## config.mk

```make
export PLATFORM = sky130hd
export DESIGN_NAME = light_conflict_monitor
export DESIGN_NICKNAME = d
export VERILOG_FILES = /design/src/rtl/light_conflict_monitor.sv
export SDC_FILE = /design/constraint.sdc
export NUM_CORES = 1
export LEC_CHECK = 0
export ABC_AREA = 1
export BUFFER_PORTS_ARGS = -buffer_cell sky130_fd_sc_hd__buf_2
export CORE_UTILIZATION = 54
export DETAILED_ROUTE_END_ITERATION = 10
export GPL_ROUTABILITY_DRIVEN = 0
export PLACE_DENSITY = 0.78
export SETUP_SLACK_MARGIN = 0.05
export SYNTH_ARGS = -nofsm -noshare
export SYNTH_HDL_FRONTEND = slang
export SYNTH_SLANG_ARGS = --single-unit
```

## constraint.sdc

```tcl
create_clock -name clk -period 2.6 [get_ports clk]
set_input_delay 0.39 -clock clk [delete_from_list [all_inputs] [get_ports clk]]
set_output_delay 0.39 -clock clk [all_outputs]
set_load 0.02 [all_outputs]
```

## src/rtl/light_conflict_monitor.sv

```systemverilog
// Passive safety monitor for the intersection light bus: checks conflicts,
// colour sequencing and dwell limits, latches the first fault and drives flash-red.
module light_conflict_monitor #(
  parameter int CNT_W     = 5,
  parameter int YEL_MIN   = 2,
  parameter int GREEN_MAX = 15,
  parameter int FLASH_DIV = 4
) (
  input  logic             clk,
  input  logic             reset,
  input  logic [1:0]       main_light,
  input  logic [1:0]       side_light,
  input  logic             walk_light,
  input  logic             fault_clr,
  output logic             armed,
  output logic             fault,
  output logic [2:0]       fault_code,
  output logic             flash_en,
  output logic             flash_out,
  output logic [CNT_W-1:0] main_dwell,
  output logic [CNT_W-1:0] side_dwell
);

  typedef enum logic [1:0] {UNARMED, ARMED, FAULT} state_t;

  localparam logic [1:0] L_OFF = 2'd0;
  localparam logic [1:0] L_GRN = 2'd1;
  localparam logic [1:0] L_YEL = 2'd2;
  localparam logic [1:0] L_RED = 2'd3;

  localparam logic [CNT_W-1:0] CNT_MAX     = '1;
  localparam logic [CNT_W-1:0] YEL_MIN_C   = CNT_W'(YEL_MIN);
  localparam logic [CNT_W-1:0] GREEN_MAX_C = CNT_W'(GREEN_MAX);
  localparam int               DIV_W       = (FLASH_DIV > 1) ? $clog2(FLASH_DIV) : 1;
  localparam logic [DIV_W-1:0] DIV_LAST    = DIV_W'(FLASH_DIV - 1);

  state_t           state, state_nxt;
  logic [1:0]       prev_main, prev_side;
  logic [CNT_W-1:0] main_dwell_nxt, side_dwell_nxt;
  logic [DIV_W-1:0] flash_div;
  logic [6:0]       viol;
  logic [2:0]       viol_code;

  function automatic logic is_go(input logic [1:0] c);
    return (c == L_GRN) || (c == L_YEL);
  endfunction

  // Changes to or from off are left to the dark check so they report as code 7.
  function automatic logic bad_step(input logic [1:0] from, input logic [1:0] to);
    return (to != from) && (from != L_OFF) && (to != L_OFF) &&
           !((from == L_GRN && to == L_YEL) ||
             (from == L_YEL && to == L_RED) ||
             (from == L_RED && to == L_GRN));
  endfunction

  function automatic logic [CNT_W-1:0] dwell_step(input logic [1:0] cur, input logic [1:0] prev,
                                                  input logic [CNT_W-1:0] dwell);
    if (cur != prev)       return CNT_W'(1);
    if (dwell == CNT_MAX)  return CNT_MAX;
    return dwell + 1'b1;
  endfunction

  assign main_dwell_nxt = dwell_step(main_light, prev_main, main_dwell);
  assign side_dwell_nxt = dwell_step(side_light, prev_side, side_dwell);

  // viol[i] corresponds to fault code i+1. Short yellow uses the pre-update
  // dwell; green stuck counts the current sample too.
  assign viol[0] = is_go(main_light) && is_go(side_light);
  assign viol[1] = bad_step(prev_main, main_light);
  assign viol[2] = bad_step(prev_side, side_light);
  assign viol[3] = walk_light && ((main_light != L_RED) || (side_light != L_RED));
  assign viol[4] = (prev_main == L_YEL && main_light == L_RED && main_dwell < YEL_MIN_C) ||
                   (prev_side == L_YEL && side_light == L_RED && side_dwell < YEL_MIN_C);
  assign viol[5] = (main_light == L_GRN && main_dwell_nxt >= GREEN_MAX_C) ||
                   (side_light == L_GRN && side_dwell_nxt >= GREEN_MAX_C);
  assign viol[6] = (main_light == L_OFF) || (side_light == L_OFF);

  always_comb begin
    // NOTE: every always_comb output gets a default first, so no path leaves it unassigned (no latch).
    viol_code = 3'd0;
    for (int i = 6; i >= 0; i--) begin
      if (viol[i]) viol_code = 3'(i + 1);
    end
  end

  always_ff @(posedge clk) begin
    // NOTE: sequential state uses non-blocking assignments so every register sees pre-edge values.
    if (reset) state <= UNARMED;
    else       state <= state_nxt;
  end

  always_comb begin
    state_nxt = state;
    unique case (state)
      UNARMED: if (main_light != L_OFF && side_light != L_OFF) state_nxt = ARMED;
      ARMED:   if (fault_clr)              state_nxt = UNARMED;
               else if (viol_code != 3'd0) state_nxt = FAULT;
      FAULT:   if (fault_clr)              state_nxt = UNARMED;
      default:                             state_nxt = UNARMED;
    endcase
  end

  always_comb begin
    armed    = (state != UNARMED);
    flash_en = (state == FAULT);
  end

  always_ff @(posedge clk) begin
    if (reset) begin
      prev_main  <= L_OFF;
      prev_side  <= L_OFF;
      main_dwell <= '0;
      side_dwell <= '0;
      fault      <= 1'b0;
      fault_code <= 3'd0;
      flash_out  <= 1'b0;
      flash_div  <= '0;
    end else begin
      prev_main  <= main_light;
      prev_side  <= side_light;
      main_dwell <= main_dwell_nxt;
      side_dwell <= side_dwell_nxt;

      if (state_nxt == UNARMED) begin
        fault      <= 1'b0;
        fault_code <= 3'd0;
      end else if (state == ARMED && state_nxt == FAULT) begin
        fault      <= 1'b1;
        fault_code <= viol_code;
      end

      // flash_out starts high on entry and toggles every FLASH_DIV cycles after.
      if (state_nxt != FAULT) begin
        flash_out <= 1'b0;
        flash_div <= '0;
      end else if (state != FAULT) begin
        flash_out <= 1'b1;
        flash_div <= '0;
      end else if (flash_div == DIV_LAST) begin
        flash_out <= ~flash_out;
        flash_div <= '0;
      end else begin
        flash_div <= flash_div + 1'b1;
      end
    end
  end

endmodule

```

* Yosys cells after proc, flatten, opt, wreduce, memory -nomap -nowiden
Index checks and enable logic that the tools add are counted.
** Storage, ports and cells
- Register bits after elaboration :: 23
- Bits in latches :: 0
- Memory bits (writable) :: 0
- Bits in read-only memories :: 0
- Input bits :: 8
- Output and inout bits :: 17
- Logic and storage cells :: 115
- Memories kept :: 0
** Cells by class
- Add/sub/neg operators :: 3
- Multipliers :: 0
- Divide/modulo/power cells :: 0
- $lt $le $gt $ge :: 4
- Eq/ne operators :: 24
- Shifts and indexed selects :: 0
- Muxes and demuxes :: 28
- Bitwise logic cells :: 1
- Reduce and logical (&&, ||, !) cells :: 46
** Operator list (number)
- 5-bit two-way mux :: 8
- 2-bit equality test, second input constant :: 11
- 3-bit two-way mux :: 7
- 1-bit logical AND :: 20
- 2-bit nonzero test :: 6
- 5-bit by 1-bit adder with 5-bit output, second input constant :: 2
- 2-bit by 1-bit equality test with 1-bit output, second input constant :: 5
- 5-bit equality test, second input constant :: 2
- 5-bit by 4-bit >= comparator with 1-bit output, second input constant :: 2
- 1-bit logical OR :: 10
- 5-bit by 2-bit less-than comparator with 1-bit output, second input constant :: 2
- 2-bit zero test :: 4
- 1-bit two-way mux :: 8
- 2-bit two-way mux :: 4
- 2-bit != test, second input constant :: 4
- 2-bit one-hot mux with 3 select lines :: 1
- 2-bit != test :: 2
- 2-bit OR reduction :: 2
- 4-bit OR reduction :: 1
- 3-bit nonzero test :: 1
- 2-bit by 1-bit adder with 2-bit output, second input constant :: 1
- 1-bit zero test :: 2
- 1-bit NOT :: 1

* Depth between registers and ports, before layout
Gate-level depths: netlist (run 1).
- Depth in word-level cells :: 20
- Gate-level depth with buffers :: 21
- Gate-level depth less buffers :: 21

* Worst setup path before layout (run 1)
Ideal clock, no wire load.
- Path kind :: reg2reg
- Start point :: register side_dwell[0]
- End point :: register fault_code[0]
- Setup time :: 109 ps
- Data arrival time :: 2005 ps
- Required time :: 2491 ps
- Path slack :: 486 ps
- Stages on the path, launching flop included :: 19
- Buffers on the path :: 0
- Period minus slack after synthesis :: 2114 ps
- Cells stage by stage :: dfxtp_1 > ha_1 > nand2_1 > clkinv_1 > nor2_1 > nor2_1 > nor2_1 > nand3_1 > nand2_1 > nand2_2 > nand3_2 > o31ai_4 > nand3_4 > nand2_4 > nand2_4 > nand2_4 > nand2_2 > nand2_1 > inv_1
** Between the ends
- Cells in the longest elaborated chain, start to end :: 20
- Elaborated cells on any way between the ends :: 27
- Classes of those cells :: add/sub: 1; order compare: 2; eq/ne: 2; mux: 14; reduce/logical: 8
** RTL lines
- from (decl) :: line 21 : output logic [CNT_W-1:0] side_dwell
- from (signal assigned) :: line 122 : side_dwell <= side_dwell_nxt;
- parallel branches: the longest is 9 deep, another holds 5-bit by 1-bit adder with 5-bit output
- 3-bit two-way mux (*) (5 in series) :: line 82 : if (viol[i]) viol_code = 3'(i + 1);
- 3-bit nonzero test :: line 97 : else if (viol_code != 3'd0) state_nxt = FAULT;
- 2-bit two-way mux :: line 97
- 2-bit two-way mux :: line 96 : ARMED: if (fault_clr) state_nxt = UNARMED;
- 2-bit one-hot mux with 3 select lines :: line 94 : unique case (state)
- 2-bit equality test or 2-bit zero test (tied branches) :: line 127, 124
- 1-bit logical AND or 2-bit OR reduction (tied branches)
- to (signal assigned) :: line 129 : fault_code <= viol_code;
- to (decl) :: line 17 : output logic [2:0] fault_code,
Mark *: on every way between the ends. The select of a mux whose other input is x is not followed.
A chain may end at the register's enable or synchronous reset.

* Worst setup path in the final report (run 1)
- Start point :: register side_dwell[0]
- End point :: register fault_code[1]
The elaborated chain is that of the path after synthesis.

==> flow_summary.json, run 1 <==
{
  "vias_per_cell": 5.29,
  "synth_commonest_cells": "inv_1 (34), nand2_1 (32), dfxtp_1 (23)",
  "synth_most_common_cell": "inv_1",
  "grt-ovfl-total": 0,
  "reg2reg_slack_ns": 0.33,
  "grt_pass1_vias": 1176,
  "power_density_mw_per_mm2": 439,
  "core-area_mm2": 0.00232,
  "skew_ns": 0.00652,
  "maxSlewViolCount": 0,
  "post-route-min-period_ns": 2.27,
  "n_antenna_cell": 0,
  "cts-root-buf": "clkbuf_4",
  "finalSetupViolations": 0,
  "synth_top_area_share_pct": 33.3,
  "critPathKind": "reg -> reg",
  "synth_area_leader_cell": "dfxtp_1",
  "port_buffers": 24,
  "clock-sinks": 23,
  "syn_nets": 209,
  "ios": 25,
  "final_layout_size_suffix_gt1_share_pct": 20.3,
  "clock_latency_ns": 0.30,
  "cts_tree": "built",
  "htree_levels": 1,
  "yosysSeqAreaShare_pct": 33.3,
  "yosys_register_bits": 23,
  "grt_pass1_wl_um": 4900,
  "wire_per_inst_um": 11.7,
  "drt_iter0_drc": 33,
  "grt.total_usage_pct": 23.8,
  "rows": 17,
  "slew_headroom_pct": 56.5,
  "fin_tns_setup_ns": 0,
  "fp.dieW_um": 52.6,
  "vias": 1296,
  "worstPathRequired_ns": 2.81,
  "final_util_pct": 67.3,
  "status": "completed",
  "synthTopCellsByArea": "dfxtp_1 (33%), ha_1 (10%), inv_1 (9.2%), nand2_1 (8.7%), nor2_1 (6.0%)",
  "die-area_mm2": 0.00277,
  "fin_ws_ns": 0.326,
  "finalWirelength_um": 2860,
  "async_reset_ff_share_pct": 0,
  "hp-class": "in -> reg",
  "dpl.hpwl_um": 2340,
  "initial_core_util_pct": 59.6,
  "cp_data_arrival_time_ns": 2.49,
  "dr.pass1.iters": 4,
  "cts_max_path_buffers": 2,
  "synthFlopType": "dfxtp_1",
  "ant_nets": 0,
  "hold_viol_final": 0,
  "period_share_pct": 87.5,
  "worstMarginPinSlew_ns": 0.647,
  "dieHeight_um": 52.6,
  "synthDistinctLibCells": 26,
  "pre_cts_ws_ns": 0.370,
  "numCtsBuffers": 3,
  "critPathLaunchType": "register",
  "synth_area_per_cell_um2": 7.28,
  "antenna_found_initial": 0,
  "cts_setup_buffers": 0,
  "nets": 237,
  "maxCapViolCount": 0,
  "clkTransAtPathRegs_ns": 0.12,
  "totalPowerFinal_mw": 0.685,
  "rsz0062_at_grt": "no",
  "drc": 0,
  "netlist_area_mm2": 0.00138,
  "fill_cells": 205,
  "holdBufCountCts": 0,
  "crit_fanout": 7,
  "synth_cells": 190,
  "grt_start_max_net_pins": 13,
  "irDropWorstVdd_mv": 0.301,
  "worst_hold_slack_ns": 0.383,
  "power.leakage_nw": 0.829,
  "endpoint_kind": "register",
  "synth_edf_count": 0,
  "ys_warn_count": 0,
  "fmax_ghz": 0.440,
  "syn2layout_area_growth_pct": 12.9,
  "post_cts_resized": 0
}
## layout by cell type, fill, tap and decap left out, types with 2 or more instances in the layout
| cell | synthesis | layout |
|---|---|---|
| dfxtp_1 | 23 | 23 |
| a21oi_1 | 9 | 9 |
| xnor2_1 | 4 | 4 |
| a31oi_1 | 3 | 3 |
| buf_2 | 0 | 24 |
| nand2_2 | 5 | 5 |
| o21ai_0 | 6 | 6 |
| nand3_2 | 3 | 3 |
| nand2_1 | 32 | 32 |
| nand3_1 | 13 | 13 |
| clkbuf_4 | 0 | 3 |
| ha_1 | 11 | 11 |
| inv_1 | 34 | 34 |
| nor2_1 | 22 | 22 |
| nand3_4 | 2 | 2 |
| nand2_4 | 3 | 3 |
| nand4_1 | 5 | 5 |
| nor3_1 | 4 | 4 |
| inv_2 | 2 | 2 |
## final cells by class
cell class | count | area, µm² | share of cell area [%]
timing repair buffer | 24 | 120 | 7.70
tap | 28 | 35.0 | 2.25
multi-input combinational | 129 | 779 | 50.0
sequential | 23 | 460 | 29.5
clock buffer | 4 | 26.3 | 1.68
inverter | 37 | 139 | 8.90
## stage by stage
| stage | area [µm²] | cells |
|---|---|---|
| after floorplan | 1380 | 190 |
| after global placement | 1530 | 241 |
| after detailed placement | 1530 | 241 |
| after CTS | 1560 | 245 |
| after global routing | 1560 | 245 |
| final | 1560 | 245 |
## where the power goes
part	total (mW)	internal [mW]	leakage, nW	switching (mW)
Sequential	0.377	0.364	0.188	0.0125
Combinational	0.147	0.0512	0.626	0.0957
Clock	0.161	0.0598	0.0150	0.101
## flip-flops by register name, summed over array words and instances (netlist names)
register    flops
prev_main       2
prev_side       2
flash_out       1
fault           1
fault_code      3
side_dwell      5
flash_div       2
state           2
main_dwell      5
## critical path, cell delays in order, from the launching register on
cell     delay (ns)
dfxtp_1        0.47
ha_1           0.25
nand3_2        0.11
nor2_2         0.14
inv_2          0.07
o21ai_0        0.08
nand3_1        0.10
nand2_1        0.08
nand2_2        0.06
nand3_2        0.05
nand2_1        0.04
nand2_1        0.05
nand2_1        0.07
nand2_2        0.10
nand3_4        0.10
nand2_4        0.11
nand2_4        0.06
nand2_4        0.09
nand2_2        0.06
nand2_1        0.06
inv_1          0.03
## routing by layer
layer | track usage (%) | share of wire, % | vias to the layer above
met1 | 29.3 | 46 | 603
met5 | 0 | 0 | -
li1 | - | - | 663
met2 | 41.8 | 50 | 26
met3 | 2.90 | 3.0 | 4
met4 | 8.33 | 0.77 | 0
## kinds of logic after synthesis
group / Yosys count / share of synthesized area [%]
xor gates and xnor gates: 4 / 2.53
adders and majority gates: 11 / 9.95
and+or+nand+nor: 90 / 32.9
buffers and inverters: 38 / 10.3
DFF: 23 / 33.3
AOI/OAI and AO/OA: 24 / 11.0
## worst paths after layout
check / to / depth (start not counted) / start
worst max register to register: fault_code[1] / 20 / side_dwell[0]
worst min register to register: flash_div[0] / 1 / flash_div[0]
worst min-delay path: prev_side[1] / 3 / side_light[1]
worst max-delay path: fault_code[1] / 20 / side_dwell[0]
Note: power is estimated with default switching activity, not from simulation.
==> run 2, diff against run 1 <==
==> constraint.sdc (replaced) <==
create_clock -name clk -period 2.2 [get_ports clk]
set_input_delay 0.33 -clock clk [delete_from_list [all_inputs] [get_ports clk]]
set_output_delay 0.33 -clock clk [all_outputs]
set_load 0.02 [all_outputs]
==> run 2 against run 1 <==
Sequential cell count did not move. Critical path depth shrank 3. Largest power group unchanged. Power is 21% higher. Setup slack got worse by 0.20 ns. Sequential power up 18%. Core utilization rose by 4.2 points. Register-to-register slack worse by 0.20 ns. Non-clock buffer count is 6 higher. Largest cell class unchanged. Critical path type unchanged. Maximum frequency increased by 9.8%. Global-route usage decreased by 0.77 points. Highest routed layer unchanged. Final area up 6.3%.
==> flow_summary.json, run 2 (synthesis gave the netlist of run 1 again) <==
{
  "worstPathRequired_ns": 2.43,
  "critPathTopFamily": "simple AND/OR/NAND/NOR gates",
  "syn2layout_area_growth_pct": 19.9,
  "pwr-share-seq_pct": 53.3,
  "crit_fanout": 7,
  "dieHeight_um": 52.6,
  "hp-class": "in -> reg",
  "skew_ns": 0.00645,
  "power.leakage_nw": 0.885,
  "irDropWorstVdd_mv": 0.288,
  "grt_start_max_net_pins": 14,
  "clock_latency_ns": 0.31,
  "clkTransAtPathRegs_ns": 0.13,
  "period_share_pct": 94.2,
  "cts-root-buf": "clkbuf_4",
  "cts_tree": "built",
  "ant_nets": 0,
  "maxCapViolCount": 0,
  "hold_viol_final": 0,
  "worst_hold_slack_ns": 0.311,
  "critPathSlowestCell": "dfxtp_2",
  "cp_data_arrival_time_ns": 2.30,
  "wire_per_inst_um": 11.9,
  "clock-sinks": 23,
  "fp.dieW_um": 52.6,
  "totalPowerFinal_mw": 0.831,
  "cts_max_path_buffers": 2,
  "endpoint_kind": "register",
  "maxSlewViolCount": 0,
  "finalSetupViolations": 0,
  "port_buffers": 24,
  "crit_top_cell": "nand2_4",
  "pre_cts_ws_ns": 0.0130,
  "post-route-min-period_ns": 2.07,
  "ios": 25,
  "grt-ovfl-total": 0,
  "critPathLaunchType": "register",
  "grt_pass1_vias": 1161,
  "finalWirelength_um": 2990,
  "fmax_ghz": 0.483,
  "crit_buf_inv": 1,
  "grt.total_usage_pct": 23.0,
  "status": "completed",
  "power_density_mw_per_mm2": 501,
  "nets": 243,
  "rows": 17,
  "worstMarginPinSlew_ns": 0.650,
  "final_cell_mix": "inv_1 (34), nand2_1 (29), buf_2 (24)",
  "die-area_mm2": 0.00277,
  "final_layout_size_suffix_gt1_share_pct": 28.7,
  "dr.pass1.iters": 4,
  "power_frac_comb_pct": 23.0,
  "reg_top3": "main_dwell (5), side_dwell (5), fault_code (3)",
  "drc": 0,
  "numCtsBuffers": 3,
  "worstPathCellList": "ha_4, nand3_2, nor2_2, nor2_1, nor2_1, nand3_1, nand2_1, nand2_2, nand3_4, o31ai_4, nand3_4, nand2_4, nand2_4, nand2_4, nand2_2, nand2_1, inv_1",
  "clockPowerShare_pct": 23.8,
  "fin_ws_ns": 0.128,
  "vias_per_cell": 5.32,
  "drt_iter0_drc": 37,
  "dpl.hpwl_um": 2350,
  "initial_core_util_pct": 59.6,
  "n_antenna_cell": 0,
  "critPathKind": "reg -> reg",
  "slew_headroom_pct": 56.3,
  "cp_slowest_stage_delay_ns": 0.36,
  "antenna_found_initial": 0,
  "grt_pass1_wl_um": 4710,
  "htree_levels": 1,
  "core-area_mm2": 0.00232,
  "final_common_cell": "inv_1",
  "vias": 1336,
  "switching_share_pct": 31.5,
  "rsz0062_at_grt": "yes",
  "intPower_mw": 0.570,
  "p_switching_mw": 0.261
}
==> run 2: changes by cell type in the layout (fill, tap and decap cells not counted), moves of 2 or more <==
cell | previous run | this run
buf_4 | 0 | 6
dfxtp_1 | 23 | 17
dfxtp_2 | 0 | 6
ha_1 | 11 | 9
nand2_1 | 32 | 29
nand2_2 | 5 | 7
==> run 2: path summary, 6_finish.rpt <==
path | from | endpoint | slack, ns | cells past startpoint
worst max-delay path | side_dwell[1] | fault_code[1] | 0.13 | 17
worst min-delay path | main_light[1] | prev_main[1] | 0.31 | 3
worst max register to register | side_dwell[1] | fault_code[1] | 0.13 | 17
worst min register to register | flash_div[0] | flash_div[0] | 0.44 | 1
==> run 2: per-stage QoR <==
step / cell area, µm² / std cells / util [%] / TNS [ns]
6_report: 1660 / 251 / 71.5 / 0
4_1_cts: 1590 / 249 / 68.6 / 0
2_1_floorplan: 1380 / 190 / - / 0
5_1_grt: 1660 / 251 / 71.5 / -0.0656
3_5_place_dp: 1560 / 245 / 67.5 / 0
3_3_place_gp: 1560 / 245 / 67.5 / 0
==> run 2: worst min-delay path: stages <==
cell and delay, ns:
buf_2 0.13, inv_1 0.09, nor2_1 0.04
==> run 2: timing repair <==
action                                  in CTS  in global routing
endpoints found under the setup margin       0                  9
resized for setup                            0                 17
buffers inserted                             0                  2
hold buffers                                 0                  0
==> run 2: metal layers <==
metal / vias up / track usage [%] / wire [µm]
met3: 4 / 3.48 / 117
met5: - / 0 / 0
li1: 679 / - / -
met1: 627 / 27.6 / 1330
met2: 26 / 40.9 / 1520
met4: 0 / 7.89 / 28
==> run 2: power groups by stage <==
stage                     combinational, mW  clock, mW  sequential [mW]
after floorplan                       0.121          0            0.460
after global placement                0.178          0            0.449
final                                 0.191      0.197            0.443
after global routing                  0.214      0.224            0.445
after detailed placement              0.183          0            0.450
after CTS                             0.184      0.201            0.440
==> run 2: layout make-up <==
cell class	instances	area, µm²
Clock inverter	1	5.00
Multi-Input combinational cell	129	823
Inverter	37	139
Tap cell	28	35.0
Sequential cell	23	468
Fill cell	198	661
Clock buffer	3	22.5
Timing Repair Buffer	30	165
